--- config.mk ---
export PLATFORM = sky130hd
export DESIGN_NAME = alu_muldiv_seq_flat
export DESIGN_NICKNAME = d
export VERILOG_FILES = /design/src/rtl/alu_muldiv_seq_if.sv /design/src/rtl/alu_muldiv_seq.sv /design/src/flat_wrapper.sv
export SDC_FILE = /design/constraint.sdc
export NUM_CORES = 1
export LEC_CHECK = 0
export CORE_AREA = 5 5 163 165
export DETAILED_ROUTE_END_ITERATION = 16
export DIE_AREA = 0 0 168 170
export GPL_ROUTABILITY_DRIVEN = 0
export MAX_ROUTING_LAYER = met4
export PLACE_DENSITY = 0.82
export SYNTH_ARGS = -nofsm -noshare
export SYNTH_HDL_FRONTEND = slang
export SYNTH_SLANG_ARGS = --single-unit
--- constraint.sdc ---
create_clock -name clk -period 7.35 [get_ports clk]
set_input_delay 0.735 -clock clk [delete_from_list [all_inputs] [get_ports clk]]
set_output_delay 0.735 -clock clk [all_outputs]
set_load 0.05 [all_outputs]
--- src/rtl/alu_muldiv_seq_if.sv ---
`default_nettype none
// ============================================================================
//  Module      : alu_muldiv_seq_if
//  Description : Request/response bundle for the iterative RV32M mul/div unit.
//                The master issues operations and accepts results; the slave
//                is the arithmetic unit.
//  Revision    : 1.0 - initial release
// ============================================================================
interface alu_muldiv_seq_if #(
   parameter int XLEN  = 32,
   parameter int TAG_W = 5
);
   logic             in_valid;
   logic             in_ready;
   logic [2:0]       funct3;
   logic [XLEN-1:0]  operand_a;
   logic [XLEN-1:0]  operand_b;
   logic [TAG_W-1:0] in_tag;
   logic             out_valid;
   logic             out_ready;
   logic [XLEN-1:0]  result;
   logic [TAG_W-1:0] out_tag;
   logic             div_by_zero;

   modport master (
      output in_valid, funct3, operand_a, operand_b, in_tag, out_ready,
      input  in_ready, out_valid, result, out_tag, div_by_zero
   );

   modport slave (
      input  in_valid, funct3, operand_a, operand_b, in_tag, out_ready,
      output in_ready, out_valid, result, out_tag, div_by_zero
   );
endinterface
`default_nettype wire

--- src/rtl/alu_muldiv_seq.sv ---
`default_nettype none
// ============================================================================
//  Module      : alu_muldiv_seq
//  Description : Multi-cycle RV32M multiply/divide unit. Operands are reduced
//                to magnitudes on acceptance, processed one bit per cycle
//                (shift-add multiply, restoring divide) and sign-corrected in
//                a single fix-up cycle. The result is held with its tag until
//                the consumer accepts it.
//                Optional macro MULDIV_FAST_MUL_EN: multiplies skip the
//                iterative loop and use a registered combinational multiplier.
//  Revision    : 1.0 - initial release
// ============================================================================
module alu_muldiv_seq #(
   parameter int XLEN  = 32,
   parameter int TAG_W = 5
) (
   input  logic            clk,
   input  logic            rst,
   input  logic            flush,
   alu_muldiv_seq_if.slave bus,
   output logic            busy
);

   localparam int                 C_CNT_W    = $clog2(XLEN);
   localparam logic [C_CNT_W-1:0] C_CNT_LAST = C_CNT_W'(XLEN - 1);

   localparam logic [1:0] S_IDLE = 2'd0;
   localparam logic [1:0] S_CALC = 2'd1;
   localparam logic [1:0] S_FIX  = 2'd2;
   localparam logic [1:0] S_DONE = 2'd3;

   logic [1:0]          state_q, state_d;
   logic [C_CNT_W-1:0]  cnt_q, cnt_d;
   logic [2:0]          op_q, op_d;
   logic [TAG_W-1:0]    tag_q, tag_d;
   logic                neg_a_q, neg_a_d;
   logic                neg_b_q, neg_b_d;
   logic                bzero_q, bzero_d;
   // Multiplicand (multiply) or divisor (divide) magnitude.
   logic [XLEN-1:0]     opnd_q, opnd_d;
   // Multiply: {partial product high, multiplier/product low}.
   // Divide:   {partial remainder, dividend/quotient}.
   logic [2*XLEN-1:0]   acc_q, acc_d;
   logic [XLEN-1:0]     result_q, result_d;
   logic [TAG_W-1:0]    out_tag_q, out_tag_d;
   logic                dbz_q, dbz_d;
   logic                out_valid_q, out_valid_d;

   logic                w_accept;
   logic                w_sgn_a, w_sgn_b;
   logic                w_neg_a, w_neg_b;
   logic [XLEN-1:0]     w_mag_a, w_mag_b;
   logic [XLEN:0]       w_mul_sum;
   logic [2*XLEN-1:0]   w_mul_step;
   logic [XLEN:0]       w_div_trial;
   logic                w_div_ge;
   logic [XLEN-1:0]     w_div_rem;
   logic [2*XLEN-1:0]   w_div_step;
   logic [2*XLEN-1:0]   w_prod_s;
   logic [XLEN-1:0]     w_quo_s, w_rem_s;
   logic [XLEN-1:0]     w_fix_result;
`ifdef MULDIV_FAST_MUL_EN
   logic [2*XLEN-1:0]   w_fast_prod;
`endif

   assign w_accept = bus.in_valid & bus.in_ready;

   // Operand signedness and magnitudes for the op being presented.
   always_comb begin
      w_sgn_a = 1'b0;
      w_sgn_b = 1'b0;
      case (bus.funct3)
         3'b001: begin w_sgn_a = 1'b1; w_sgn_b = 1'b1; end  // MULH
         3'b010: begin w_sgn_a = 1'b1; w_sgn_b = 1'b0; end  // MULHSU
         3'b100: begin w_sgn_a = 1'b1; w_sgn_b = 1'b1; end  // DIV
         3'b110: begin w_sgn_a = 1'b1; w_sgn_b = 1'b1; end  // REM
         default: begin w_sgn_a = 1'b0; w_sgn_b = 1'b0; end
      endcase
      w_neg_a = w_sgn_a & bus.operand_a[XLEN-1];
      w_neg_b = w_sgn_b & bus.operand_b[XLEN-1];
      w_mag_a = w_neg_a ? (~bus.operand_a + 1'b1) : bus.operand_a;
      w_mag_b = w_neg_b ? (~bus.operand_b + 1'b1) : bus.operand_b;
   end

   // One iteration of shift-add multiply and restoring divide.
   always_comb begin
      w_mul_sum   = {1'b0, acc_q[2*XLEN-1:XLEN]} +
                    (acc_q[0] ? {1'b0, opnd_q} : {(XLEN+1){1'b0}});
      w_mul_step  = {w_mul_sum, acc_q[XLEN-1:1]};
      w_div_trial = {acc_q[2*XLEN-1:XLEN], acc_q[XLEN-1]};
      w_div_ge    = (w_div_trial >= {1'b0, opnd_q});
      // The true difference always fits in XLEN bits when the trial succeeds.
      w_div_rem   = w_div_ge ? (w_div_trial[XLEN-1:0] - opnd_q) : w_div_trial[XLEN-1:0];
      w_div_step  = {w_div_rem, acc_q[XLEN-2:0], w_div_ge};
   end

`ifdef MULDIV_FAST_MUL_EN
   // Single-cycle magnitude product, registered before sign correction.
   always_comb begin
      w_fast_prod = {{XLEN{1'b0}}, opnd_q} * {{XLEN{1'b0}}, acc_q[XLEN-1:0]};
   end
`endif

   // Sign correction and half / quotient / remainder selection.
   always_comb begin
      w_prod_s = (neg_a_q ^ neg_b_q) ? (~acc_q + 1'b1) : acc_q;
      // A zero divisor yields all ones regardless of the dividend sign.
      if (bzero_q)
         w_quo_s = {XLEN{1'b1}};
      else if (neg_a_q ^ neg_b_q)
         w_quo_s = ~acc_q[XLEN-1:0] + 1'b1;
      else
         w_quo_s = acc_q[XLEN-1:0];
      w_rem_s = neg_a_q ? (~acc_q[2*XLEN-1:XLEN] + 1'b1) : acc_q[2*XLEN-1:XLEN];
      if (op_q[2])
         w_fix_result = op_q[1] ? w_rem_s : w_quo_s;
      else if (op_q[1:0] == 2'b00)
         w_fix_result = w_prod_s[XLEN-1:0];
      else
         w_fix_result = w_prod_s[2*XLEN-1:XLEN];
   end

   // State register.
   always_ff @(posedge clk) begin
      if (rst)
         state_q <= S_IDLE;
      else
         state_q <= state_d;
   end

   // Next-state logic; flush returns to IDLE from anywhere.
   always_comb begin
      state_d = state_q;
      case (state_q)
         S_IDLE: begin
            if (w_accept) begin
`ifdef MULDIV_FAST_MUL_EN
               state_d = bus.funct3[2] ? S_CALC : S_FIX;
`else
               state_d = S_CALC;
`endif
            end
         end
         S_CALC:  if (cnt_q == '0) state_d = S_FIX;
         S_FIX:   if (cnt_q == '0) state_d = S_DONE;
         S_DONE:  if (bus.out_ready) state_d = S_IDLE;
         default: state_d = S_IDLE;
      endcase
      if (flush)
         state_d = S_IDLE;
   end

   // State-derived outputs; a flush blocks acceptance in the same cycle.
   always_comb begin
      bus.in_ready = (state_q == S_IDLE) && !flush;
      busy         = (state_q != S_IDLE);
   end

   assign bus.out_valid   = out_valid_q;
   assign bus.result      = result_q;
   assign bus.out_tag     = out_tag_q;
   assign bus.div_by_zero = dbz_q;

   // Datapath and output register next values.
   always_comb begin
      cnt_d       = cnt_q;
      op_d        = op_q;
      tag_d       = tag_q;
      neg_a_d     = neg_a_q;
      neg_b_d     = neg_b_q;
      bzero_d     = bzero_q;
      opnd_d      = opnd_q;
      acc_d       = acc_q;
      result_d    = result_q;
      out_tag_d   = out_tag_q;
      dbz_d       = dbz_q;
      out_valid_d = out_valid_q;
      case (state_q)
         S_IDLE: begin
            if (w_accept) begin
               op_d    = bus.funct3;
               tag_d   = bus.in_tag;
               neg_a_d = w_neg_a;
               neg_b_d = w_neg_b;
               bzero_d = (bus.operand_b == '0);
               opnd_d  = bus.funct3[2] ? w_mag_b : w_mag_a;
               acc_d   = {{XLEN{1'b0}}, (bus.funct3[2] ? w_mag_a : w_mag_b)};
               cnt_d   = C_CNT_LAST;
`ifdef MULDIV_FAST_MUL_EN
               // One FIX cycle to register the product, one to finish.
               if (!bus.funct3[2])
                  cnt_d = C_CNT_W'(1);
`endif
            end
         end
         S_CALC: begin
            acc_d = op_q[2] ? w_div_step : w_mul_step;
            if (cnt_q != '0)
               cnt_d = cnt_q - 1'b1;
         end
         S_FIX: begin
`ifdef MULDIV_FAST_MUL_EN
            if (cnt_q != '0) begin
               acc_d = w_fast_prod;
               cnt_d = cnt_q - 1'b1;
            end else begin
               result_d    = w_fix_result;
               out_tag_d   = tag_q;
               dbz_d       = op_q[2] & bzero_q;
               out_valid_d = 1'b1;
            end
`else
            result_d    = w_fix_result;
            out_tag_d   = tag_q;
            dbz_d       = op_q[2] & bzero_q;
            out_valid_d = 1'b1;
`endif
         end
         S_DONE: begin
            if (bus.out_ready)
               out_valid_d = 1'b0;
         end
         default: ;
      endcase
      if (flush)
         out_valid_d = 1'b0;
   end

   // Datapath and output registers; reset clears everything.
   always_ff @(posedge clk) begin
      if (rst) begin
         cnt_q       <= '0;
         op_q        <= '0;
         tag_q       <= '0;
         neg_a_q     <= 1'b0;
         neg_b_q     <= 1'b0;
         bzero_q     <= 1'b0;
         opnd_q      <= '0;
         acc_q       <= '0;
         result_q    <= '0;
         out_tag_q   <= '0;
         dbz_q       <= 1'b0;
         out_valid_q <= 1'b0;
      end else begin
         cnt_q       <= cnt_d;
         op_q        <= op_d;
         tag_q       <= tag_d;
         neg_a_q     <= neg_a_d;
         neg_b_q     <= neg_b_d;
         bzero_q     <= bzero_d;
         opnd_q      <= opnd_d;
         acc_q       <= acc_d;
         result_q    <= result_d;
         out_tag_q   <= out_tag_d;
         dbz_q       <= dbz_d;
         out_valid_q <= out_valid_d;
      end
   end

endmodule
`default_nettype wire

--- src/flat_wrapper.sv ---
// flat-port wrapper written by rule: the top's interface ports become plain ports
module alu_muldiv_seq_flat 
#(
   parameter int XLEN  = 32,
   parameter int TAG_W = 5
)
  (clk, rst, flush, busy, bus_in_valid, bus_funct3, bus_operand_a, bus_operand_b, bus_in_tag, bus_out_ready, bus_in_ready, bus_out_valid, bus_result, bus_out_tag, bus_div_by_zero);
  alu_muldiv_seq_if #(.XLEN(XLEN), .TAG_W(TAG_W)) bus_i ();
  input  logic clk;
  input  logic rst;
  input  logic flush;
  output logic busy;
  input wire logic [$bits(bus_i.in_valid)-1:0] bus_in_valid;
  input wire logic [$bits(bus_i.funct3)-1:0] bus_funct3;
  input wire logic [$bits(bus_i.operand_a)-1:0] bus_operand_a;
  input wire logic [$bits(bus_i.operand_b)-1:0] bus_operand_b;
  input wire logic [$bits(bus_i.in_tag)-1:0] bus_in_tag;
  input wire logic [$bits(bus_i.out_ready)-1:0] bus_out_ready;
  output wire logic [$bits(bus_i.in_ready)-1:0] bus_in_ready;
  output wire logic [$bits(bus_i.out_valid)-1:0] bus_out_valid;
  output wire logic [$bits(bus_i.result)-1:0] bus_result;
  output wire logic [$bits(bus_i.out_tag)-1:0] bus_out_tag;
  output wire logic [$bits(bus_i.div_by_zero)-1:0] bus_div_by_zero;
  assign bus_i.in_valid = bus_in_valid;
  assign bus_i.funct3 = bus_funct3;
  assign bus_i.operand_a = bus_operand_a;
  assign bus_i.operand_b = bus_operand_b;
  assign bus_i.in_tag = bus_in_tag;
  assign bus_i.out_ready = bus_out_ready;
  assign bus_in_ready = bus_i.in_ready;
  assign bus_out_valid = bus_i.out_valid;
  assign bus_result = bus_i.result;
  assign bus_out_tag = bus_i.out_tag;
  assign bus_div_by_zero = bus_i.div_by_zero;
  alu_muldiv_seq #(.XLEN(XLEN), .TAG_W(TAG_W)) u_core (.clk(clk), .rst(rst), .flush(flush), .bus(bus_i), .busy(busy));
endmodule
==> out/qor.yml <==
status: "complete, no violations"
ys_ff_latch: 153
synth_top_cells_by_count: "nor2_1, nand2_1, a21oi_1, dfxtp_1, clkbuf_1"
clk_pin_slew_ps: 70
grt_first_pass_wirelength_um: 81200
crit_required_ps: 7640
power_mw: 2.65
gr-total-overflow: 0
yosys_warnings: 0
slowest_stage: "dfxtp_1"
cts-root-buf: "clkbuf_16"
yosysMostFrequentCell: "nor2_1"
slowest_delay_ps: 570
drt_iter0_markers: 2637
hold_viol_final: 0
ant_nets: 0
multi_input_area_um2: 11000
coreArea_um2: 24900
cts_resized: 0
ctsHoldBuffers: 0
clkLatencyLatePin_ps: 450
async_flop_share: 0
maxSlewHeadroom: 0.233
crit_start: "u_core.acc_q[35]"
place_hpwl_um: 38900
clock.fmax_ghz: 0.246
nFillCells: 2117
post-route-drc-count: 0
drv_cap: 0
reg2reg_from: "u_core.acc_q[35]"
drtPass1Iterations: 6
worstHoldEndpoint: "u_core.bus.result[11]"
tritoncts: "done"
crit_arrival_ps: 4360
diodes: 0
ys.flop_type: "dfxtp_1"
r2r_cells: 11
fin_crit_sh: 0.554
post-route-min-period_ps: 4070
synthTopCellsByArea: "dfxtp_1, a21oi_1, xor2_1"
avgRoutedWirePerCell_um: 21.5
synth_edf_count: 0
drive_gt1_frac: 0.0608
reg2reg_to: "u_core.acc_q[35]"
num-nets-final: 2229
seq_area_um2: 3060
cpMostUsedCell: "a21o_1"
cp_cell_sequence: "ha_1 > a21o_1 > a31oi_1 > a21boi_0 > or4_1 > a21o_1 > a21oi_4 > buf_4 > mux2_2 > a21oi_1 > a211oi_1"
grt_max_degree: 79
cellPowerDensity_nw_per_um2: 158
dieWidth_um: 168
fin_skew_ps: 12.2
rows: 58
mappedNetlistArea_um2: 15000
clock_path_buffers: 2
ir_drop_uv: 130
synth_nets: 2226
io_pins: 118
die_area_um2: 28600
synth_top_area_share: 0.204
path_buf_inv: 1
clock_sinks: 153
path_class: "reg2reg"
die_h_um: 170
post-cts-setup-buffer-count: 0
min-delay-start: "u_core.bus.result[11]"
areaGrowthSynthToFinish_pct: 11.7
antenna_found_initial: 0
synth_top_cell_by_area: "dfxtp_1"
synth_cell_type_count: 93
grtUsageTotal: 0.360
cp-end-kind: "flop"
syn_inst: 2072
holdPathStages: 2
dr_total_vias: 16469
crit_family: "compound AO/OA/AOI/OAI gates"
cts_made_buffers: 17
reg2reg_slack_ps: 3280
setup-tns-final_ps: 0
worstMarginPinSlew_ps: 1150
cp-start-kind: "flop"
io_buffer_count: 117
crit_fanout: 35
drv_slew: 0
setup_viol: 0
power_leakage_nw: 6.72
start_util: 0.602
rsz0062_at_grt: "no"
htreeDepth: 4
finalWirelength_um: 52000
ys_seq_area_frac: 0.204
hp-class: "reg2reg"
grt_pass1_vias: 15256
vias_per_cell: 6.81
syn_area_per_cell_um2: 7.23
## sequential cells by signal, summed over array words and instances (netlist names), 2 cells and up
register	flops
u_core.acc_q	64
u_core.bus.result	32
u_core.opnd_q	32
u_core.bus.out_tag	5
u_core.cnt_q	5
u_core.tag_q	5
u_core.op_q	3
u_core.state_q	2
## stage by stage
step	setup slack [ps]	hold WS, ps	cells	cell area (um2)	util
after floorplan	4190	432	2072	15000	-
after global placement	3280	423	2386	16100	0.647
after detailed placement	3100	429	2386	16100	0.647
after CTS	3380	439	2418	16700	0.673
after global routing	2910	456	2418	16700	0.673
final	3280	435	2418	16700	0.673
## final cells by class
class                      count  area share
multi-input combinational   1694       0.659
sequential                   153       0.183
timing repair buffer         136      0.0780
clock buffer                  18      0.0262
tap                          330      0.0247
inverter                      73      0.0164
clock inverter                14      0.0122
## per-layer routing
metal  GRT usage  up-vias  routed length, um
li1            -     7448                  -
met1       0.454     7534              20000
met2       0.532     1203              21800
met3      0.0755      284               6320
met4       0.215        0               3930
met5           -        -                  0
## worst max path at each step
stage / to / slack, ps / depth (start not counted)
after floorplan: u_core.acc_q[57] / 4190 / 14
after global placement: u_core.acc_q[33] / 3280 / 8
after detailed placement: u_core.acc_q[48] / 3100 / 8
after CTS: u_core.acc_q[35] / 3380 / 11
after global routing: u_core.acc_q[63] / 2910 / 10
final: u_core.acc_q[35] / 3280 / 11
## power by group
group | internal (mW) | switching [mW]
clock | 0.560 | 0.415
sequential | 0.862 | 0.0505
combinational | 0.279 | 0.480
total | 1.70 | 0.945
## cells in the final DEF (no fill, tap or decap), types with 21 or more instances in the layout
cell	synthesis	layout
nand2b_1	21	21
nor2_1	241	241
o21ai_0	113	112
o31ai_1	21	21
clkdlybuf4s50_1	0	115
a221oi_1	24	24
a211oi_1	55	55
a21oi_1	204	203
nor3_1	62	62
nand3_1	30	30
a21o_1	37	37
dfxtp_1	153	152
inv_1	73	73
nand2_1	207	207
o211ai_1	23	23
ha_1	75	74
xnor2_1	87	86
mux2_2	22	22
xor2_1	110	109
mux2i_1	40	40
## tightest hold or removal path, cell delays in order (launching register included)
cell,delay (ps)
dfxtp_1,310
nand2_1,50
nand2_1,40
## cell families (layout without fill, tap and decap cells)
group | after synthesis | in the layout | share of synthesized area
buffers and inverters | 225 | 241 | 0.0607
flip-flops | 153 | 153 | 0.204
adder cells (fa/ha/maj) | 77 | 77 | 0.0653
AO/OA/AOI/OAI | 646 | 646 | 0.283
AND/OR/NAND/NOR | 712 | 712 | 0.229
XOR/XNOR | 197 | 197 | 0.115
multiplexers | 62 | 62 | 0.0432
(Power assumes the default switching activity.)
